File: src/rtl/spi_target_if.sv
// spi_target_if: SPI pin bundle between initiator and target.
// master drives sck/cs/mosi, slave drives miso/miso_oe.
interface spi_target_if;
  logic sck;
  logic cs;
  logic mosi;
  logic miso;
  logic miso_oe;

  modport master (
    output sck,
    output cs,
    output mosi,
    input  miso,
    input  miso_oe
  );

  modport slave (
    input  sck,
    input  cs,
    input  mosi,
    output miso,
    output miso_oe
  );
endinterface

File: src/rtl/spi_target.sv
// spi_target: oversampled mode-3 SPI target endpoint.
// Receives command bytes on MOSI, returns a latched response on MISO.
module spi_target #(
  parameter int CMD_BYTES = 1,
  parameter int RSP_BYTES = 2
) (
  input  logic                   clk_in,
  input  logic                   rst_n,
  spi_target_if.slave            spi,
  output logic [7:0]             cmd_byte,
  output logic                   cmd_valid,
  input  logic [8*RSP_BYTES-1:0] rsp_data,
  output logic                   busy,
  output logic                   frame_done,
  output logic                   frame_err
);

  localparam int TXW = 8 * RSP_BYTES;
  localparam logic [2:0] CMD_N = 3'(CMD_BYTES);
  localparam logic [5:0] RSP_N = 6'(TXW);

  typedef enum logic [2:0] {
    S_IDLE,
    S_CMD,
    S_LOAD,
    S_RSP,
    S_OVER
  } state_t;

  // [0],[1] synchronizer, [2] history
  logic [2:0] sck_sync_q, sck_sync_d;
  logic [2:0] cs_sync_q, cs_sync_d;
  logic [2:0] mosi_sync_q, mosi_sync_d;

  // vld marks synchronizer holding real samples;
  // armed means CS has been seen high since reset
  logic [1:0] vld_q, vld_d;
  logic       armed_q, armed_d;

  state_t           state_q, state_d;
  logic [2:0]       bit_q, bit_d;
  logic [2:0]       byte_q, byte_d;
  logic [5:0]       cnt_q, cnt_d;
  logic [7:0]       shift_q, shift_d;
  logic [TXW-1:0]   tx_q, tx_d;
  logic             miso_q, miso_d;
  logic             oe_q, oe_d;
  logic             busy_q, busy_d;
  logic [7:0]       cmd_byte_q, cmd_byte_d;
  logic             cmd_valid_q, cmd_valid_d;
  logic             done_q, done_d;
  logic             err_q, err_d;

  logic       cs_lo;
  logic       sck_rise;
  logic       sck_fall;
  logic       cs_rise;
  logic       cs_fall;
  logic       mosi_s;
  logic [7:0] shifted;
  logic [2:0] byte_inc;
  logic [5:0] cnt_inc;

  // synchronizer shift and edge pulses
  always_comb begin
    sck_sync_d  = {sck_sync_q[1:0], spi.sck};
    cs_sync_d   = {cs_sync_q[1:0], spi.cs};
    mosi_sync_d = {mosi_sync_q[1:0], spi.mosi};
    vld_d       = {vld_q[0], 1'b1};
    armed_d     = armed_q | (vld_q[1] & cs_sync_q[1]);
    cs_lo    = ~cs_sync_q[1];
    sck_rise = cs_lo & sck_sync_q[1] & ~sck_sync_q[2];
    sck_fall = cs_lo & ~sck_sync_q[1] & sck_sync_q[2];
    cs_fall  = ~cs_sync_q[1] & cs_sync_q[2];
    cs_rise  = cs_sync_q[1] & ~cs_sync_q[2];
    mosi_s   = mosi_sync_q[2];
  end

  // frame FSM next-state and output logic
  always_comb begin
    state_d     = state_q;
    bit_d       = bit_q;
    byte_d      = byte_q;
    cnt_d       = cnt_q;
    shift_d     = shift_q;
    tx_d        = tx_q;
    miso_d      = miso_q;
    oe_d        = oe_q;
    busy_d      = busy_q;
    cmd_byte_d  = cmd_byte_q;
    cmd_valid_d = 1'b0;
    done_d      = 1'b0;
    err_d       = 1'b0;
    shifted     = {shift_q[6:0], mosi_s};
    byte_inc    = byte_q + 3'd1;
    cnt_inc     = cnt_q + 6'd1;

    if (state_q != S_IDLE && cs_rise) begin
      state_d = S_IDLE;
      busy_d  = 1'b0;
      oe_d    = 1'b0;
      miso_d  = 1'b0;
      done_d  = (state_q == S_OVER);
      err_d   = (state_q != S_OVER);
    end else begin
      unique case (state_q)
        S_IDLE: begin
          miso_d = 1'b0;
          oe_d   = 1'b0;
          if (cs_fall && armed_q) begin
            busy_d  = 1'b1;
            oe_d    = 1'b1;
            bit_d   = 3'd7;
            byte_d  = 3'd0;
            cnt_d   = 6'd0;
            shift_d = 8'd0;
            state_d = S_CMD;
          end
        end
        S_CMD: begin
          miso_d = 1'b0;
          if (sck_rise) begin
            shift_d = shifted;
            if (bit_q == 3'd0) begin
              cmd_byte_d  = shifted;
              cmd_valid_d = 1'b1;
              bit_d       = 3'd7;
              byte_d      = byte_inc;
              if (byte_inc == CMD_N)
                state_d = S_LOAD;
            end else begin
              bit_d = bit_q - 3'd1;
            end
          end
        end
        S_LOAD: begin
          tx_d    = rsp_data;
          state_d = S_RSP;
        end
        S_RSP: begin
          if (sck_fall) begin
            miso_d = tx_q[TXW-1];
            tx_d   = tx_q << 1;
          end
          if (sck_rise) begin
            cnt_d = cnt_inc;
            if (cnt_inc == RSP_N)
              state_d = S_OVER;
          end
        end
        S_OVER: begin
          if (sck_fall)
            miso_d = 1'b0;
        end
        default: begin
          state_d = S_IDLE;
        end
      endcase
    end
  end

  // state, counters, synchronizers and registered outputs
  always_ff @(posedge clk_in or negedge rst_n) begin
    if (!rst_n) begin
      sck_sync_q  <= 3'b111;
      cs_sync_q   <= 3'b111;
      mosi_sync_q <= 3'b000;
      vld_q       <= 2'b00;
      armed_q     <= 1'b0;
      state_q     <= S_IDLE;
      bit_q       <= 3'd7;
      byte_q      <= 3'd0;
      cnt_q       <= 6'd0;
      shift_q     <= 8'd0;
      tx_q        <= '0;
      miso_q      <= 1'b0;
      oe_q        <= 1'b0;
      busy_q      <= 1'b0;
      cmd_byte_q  <= 8'd0;
      cmd_valid_q <= 1'b0;
      done_q      <= 1'b0;
      err_q       <= 1'b0;
    end else begin
      sck_sync_q  <= sck_sync_d;
      cs_sync_q   <= cs_sync_d;
      mosi_sync_q <= mosi_sync_d;
      vld_q       <= vld_d;
      armed_q     <= armed_d;
      state_q     <= state_d;
      bit_q       <= bit_d;
      byte_q      <= byte_d;
      cnt_q       <= cnt_d;
      shift_q     <= shift_d;
      tx_q        <= tx_d;
      miso_q      <= miso_d;
      oe_q        <= oe_d;
      busy_q      <= busy_d;
      cmd_byte_q  <= cmd_byte_d;
      cmd_valid_q <= cmd_valid_d;
      done_q      <= done_d;
      err_q       <= err_d;
    end
  end

  assign spi.miso    = miso_q;
  assign spi.miso_oe = oe_q;
  assign cmd_byte    = cmd_byte_q;
  assign cmd_valid   = cmd_valid_q;
  assign busy        = busy_q;
  assign frame_done  = done_q;
  assign frame_err   = err_q;

endmodule
File: src/flat_wrapper.sv
// flat-port wrapper written by rule: the top's interface ports become plain ports
module spi_target_flat 
#(
  parameter int CMD_BYTES = 1,
  parameter int RSP_BYTES = 2
)
  (clk_in, rst_n, cmd_byte, cmd_valid, rsp_data, busy, frame_done, frame_err, spi_sck, spi_cs, spi_mosi, spi_miso, spi_miso_oe);
  spi_target_if spi_i ();
  input  logic clk_in;
  input  logic rst_n;
  output logic [7:0] cmd_byte;
  output logic cmd_valid;
  input  logic [8*RSP_BYTES-1:0] rsp_data;
  output logic busy;
  output logic frame_done;
  output logic frame_err;
  input wire logic [$bits(spi_i.sck)-1:0] spi_sck;
  input wire logic [$bits(spi_i.cs)-1:0] spi_cs;
  input wire logic [$bits(spi_i.mosi)-1:0] spi_mosi;
  output wire logic [$bits(spi_i.miso)-1:0] spi_miso;
  output wire logic [$bits(spi_i.miso_oe)-1:0] spi_miso_oe;
  assign spi_i.sck = spi_sck;
  assign spi_i.cs = spi_cs;
  assign spi_i.mosi = spi_mosi;
  assign spi_miso = spi_i.miso;
  assign spi_miso_oe = spi_i.miso_oe;
  spi_target #(.CMD_BYTES(CMD_BYTES), .RSP_BYTES(RSP_BYTES)) u_core (.clk_in(clk_in), .rst_n(rst_n), .spi(spi_i), .cmd_byte(cmd_byte), .cmd_valid(cmd_valid), .rsp_data(rsp_data), .busy(busy), .frame_done(frame_done), .frame_err(frame_err));
endmodule
File: config.mk
export PLATFORM = sky130hd
export DESIGN_NAME = spi_target_flat
export DESIGN_NICKNAME = d
export VERILOG_FILES = /design/src/rtl/spi_target_if.sv /design/src/rtl/spi_target.sv /design/src/flat_wrapper.sv
export SDC_FILE = /design/constraint.sdc
export NUM_CORES = 1
export LEC_CHECK = 0
export BUFFER_PORTS_ARGS = -buffer_cell sky130_fd_sc_hd__buf_2
export CAP_MARGIN = 20
export CORE_ASPECT_RATIO = 1.25
export CORE_MARGIN = 2
export CORE_UTILIZATION = 56
export DETAILED_ROUTE_END_ITERATION = 8
export GPL_ROUTABILITY_DRIVEN = 0
export PLACE_DENSITY = 0.8
export SLEW_MARGIN = 10
export SYNTH_ARGS = -nofsm -noshare
export SYNTH_HDL_FRONTEND = slang
export SYNTH_SLANG_ARGS = --single-unit
File: constraint.sdc
create_clock -name clk_in -period 1.96 [get_ports clk_in]
set_input_delay 0.098 -clock clk_in [delete_from_list [all_inputs] [get_ports clk_in]]
set_output_delay 0.098 -clock clk_in [all_outputs]
set_load 0.02 [all_outputs]
==> results.cfg <==
[detailed_routing]
final_antenna_net_count = 0
avgRoutedWirePerCell_um = 14.0
drt_iter0_drc = 44
vias_per_cell = 5.55
wl_um = 5310
drtPass1Iterations = 4
drc = 0
vias = 2103

[power]
internal-power_mw = 3.02
pwr-share-seq_pct = 42.7
leakagePower_nw = 1.61
irDropWorstVdd_v = 0.000874
clock_power_share_pct = 29.2
report.power.total_mw = 4.44
swShare_pct = 32.0
netSwitchingPower_mw = 1.42
p_per_area_nw_per_um2 = 1310
comb_power_share_pct = 28.1

[sta]
relSlewSlack_pct = 56.0
hold_violations = 0
clock_skew_ns = 0.00590
tns_ns = 0
finalMaxSlewViolations = 0
rsz0062_at_grt = no
tightestPinTransition_ns = 0.659
finalCriticalPeriod_ns = 1.87
min_period_over_period_pct = 95.3
finalSetupViolCount = 0
fmax_ghz = 0.535

[critical_path]
setup.worst_path.class = reg2reg
arrival_ns = 2.07
critPathMaxFanout = 6
endpoint_kind = flop
rrSetupSlack_ns = 0.09
regToRegEndpoint = u_core.cnt_q[0]$_DFFE_PN0P_
cp.required_ns = 2.16
ff2ff_path_depth = 5
startpoint_type = flop
crit-reg2reg-launch = u_core.sck_sync_q[1]$_DFF_PN1_

[worst_hold_path]
min_from = rsp_data[14]
whs_endpoint = u_core.tx_q[14]$_DFFE_PN0P_
hp-class = in2reg
hold_depth = 3

[synth]
synthMuxAreaShare_pct = 8.46
synth-edff-count = 0
seq_area_frac_synth_pct = 56.8
ys_async_sr_fraction_pct = 100
synth_top_family_by_area = simple AND/OR/NAND/NOR gates
syn_inst = 267
synth_compound_area_share_pct = 13.1
syn_nets = 293
synthXorXnorAreaFrac_pct = 0.926
syn_avg_cell_area_sq_um = 10.6
ys_seq_elements = 64
synth.distinct_cells = 43
synth_area_sq_um = 2840
ys.flop_type = dfrtp_1
synthAdderAreaFrac_pct = 2.20
ys_warn_count = 0
synthSimpleGateAreaFrac_pct = 14.9

[clock_tree]
cts_max_level = 3
numCtsBuffers = 9
postCtsSetupRepairBufs = 0
cts_tree = built
cts_buffer_depth = 2
clk_pin_slew_worst_paths_ns = 0.06
post_cts_resize_count = 0
clk_latency_ns = 0.35
hold_buffers = 5
cts-root-buf = clkbuf_8
cts_sinks = 64

[die]
die_h_um = 83.6
ios = 35
floorplan.initialDensity_pct = 57.1
die_w_um = 67.7
rows = 29
die_area_sq_um = 5660
coreArea_sq_um = 4970

[global_routing]
met1_usage_pct = 27.5
antenna_found_initial = 0
first_global_vias = 2007
met2_usage_pct = 32.7
grt_pass1_wl_um = 8990
grt_use_total_pct = 21.8
use_met3_pct = 6.07
top_usage_layer = met2
grt_max_degree = 43
gr-total-overflow = 0

[finish]
syn_to_final_growth_pct = 19.4
diodes = 0
layout_common_cells = dfrtp_1, buf_2, nor2_1, nand2_1
drive_gt1_share_pct = 24.9
final_common_cell = dfrtp_1
fill_cells = 370
final_net_count = 338

[placed_design]
dp.final_hpwl_um = 3410
port_buffers = 34

[status]
status = completed

[job]
maxCapViolations = 0
-- Yosys cell counts, types with 4 or more instances --
| cell type | n | area (sq um) |
|---|---|---|
| nand2b_1 | 4 | 25.0 |
| buf_2 | 9 | 45.0 |
| dfstp_2 | 9 | 236 |
| nand3_1 | 7 | 35.0 |
| nand2_1 | 29 | 109 |
| inv_1 | 9 | 33.8 |
| a21oi_1 | 22 | 110 |
| dfrtp_1 | 55 | 1380 |
| ha_1 | 5 | 62.6 |
| mux2_2 | 8 | 90.1 |
| mux2i_1 | 15 | 150 |
| nor2_1 | 29 | 109 |
| o21ai_0 | 22 | 110 |
-- worst max-delay path, cell delays in order (launching register included) --
cell and delay (ns):
dfstp_2 0.54, or3b_4 0.40, or2_4 0.29, a21o_1 0.24
nand2_1 0.11, o21ai_0 0.13
-- cells by family (layout without fill, tap and decap cells) --
family          count (synthesis)  after routing
buf+inv                        22             72
fa+ha+maj                       5              5
other cells                     1              1
xor+xnor                        3              3
compound gates                 62             62
simple gates                   87             87
mux                            23             23
flops                          64             64
-- per-stage QoR --
stage | setup WS (ns) | cell area (sq um) | util, % | std cells | hold slack [ns]
2_1_floorplan | 0.243 | 2840 | - | 267 | -0.198
3_3_place_gp | 0.200 | 3110 | 62.5 | 358 | 0.102
3_5_place_dp | 0.133 | 3110 | 62.5 | 358 | 0.0998
4_1_cts | 0.124 | 3390 | 68.2 | 379 | 0.0449
5_1_grt | 0.0288 | 3390 | 68.2 | 379 | 0.0700
6_report | 0.0921 | 3390 | 68.2 | 379 | 0.0527
-- registers in the layout (all words and copies together) (netlist names) --
| name | count |
|---|---|
| u_core.tx_q | 16 |
| u_core.frame_done | 1 |
| u_core.busy | 1 |
| u_core.byte_q | 3 |
| u_core.frame_err | 1 |
| u_core.shift_q | 7 |
| u_core.cmd_valid | 1 |
| u_core.sck_sync_q | 3 |
| u_core.cs_sync_q | 3 |
| u_core.cmd_byte | 8 |
| u_core.cnt_q | 6 |
| u_core.vld_q | 2 |
| u_core.bit_q | 3 |
| u_core.armed_q | 1 |
| u_core.spi.miso | 1 |
| u_core.state_q | 3 |
| u_core.spi.miso_oe | 1 |
| u_core.mosi_sync_q | 3 |
-- power by group through the flow --
stage          Clock (mW)  Combinational [mW]  Sequential [mW]
2_1_floorplan           0               0.949             1.85
3_3_place_gp            0                1.17             1.89
3_5_place_dp            0                1.22             1.90
4_1_cts              1.32                1.26             1.89
5_1_grt              1.36                1.40             1.94
6_report             1.30                1.25             1.89
-- worst max path at each step --
stage | startpoint | to | cells after the start
after floorplan | u_core.sck_sync_q[1]$_DFF_PN1_ | u_core.cnt_q[3]$_DFFE_PN0P_ | 5
after global placement | u_core.sck_sync_q[1]$_DFF_PN1_ | u_core.cnt_q[3]$_DFFE_PN0P_ | 5
after detailed placement | u_core.sck_sync_q[1]$_DFF_PN1_ | u_core.byte_q[2]$_DFFE_PN0P_ | 5
after CTS | u_core.sck_sync_q[1]$_DFF_PN1_ | u_core.cnt_q[3]$_DFFE_PN0P_ | 5
after global routing | u_core.sck_sync_q[1]$_DFF_PN1_ | u_core.byte_q[2]$_DFFE_PN0P_ | 5
final | u_core.sck_sync_q[1]$_DFF_PN1_ | u_core.cnt_q[0]$_DFFE_PN0P_ | 5
-- layout make-up --
type / count / area [sq um] / share of cell area (%)
Inverter: 9 / 33.8 / 0.996
Clock inverter: 2 / 60.1 / 1.77
Multi-Input combinational cell: 181 / 1130 / 33.3
Clock buffer: 14 / 173 / 5.09
Sequential cell: 64 / 1610 / 47.6
Tap cell: 62 / 77.6 / 2.29
Timing Repair Buffer: 47 / 305 / 9.00
-- metal layers --
metal	vias up	part of all wire, %
met2	55	49
met3	19	4.7
met4	0	3.5
met1	1016	43
li1	1013	-
met5	-	0
(Power assumes the default switching activity.)
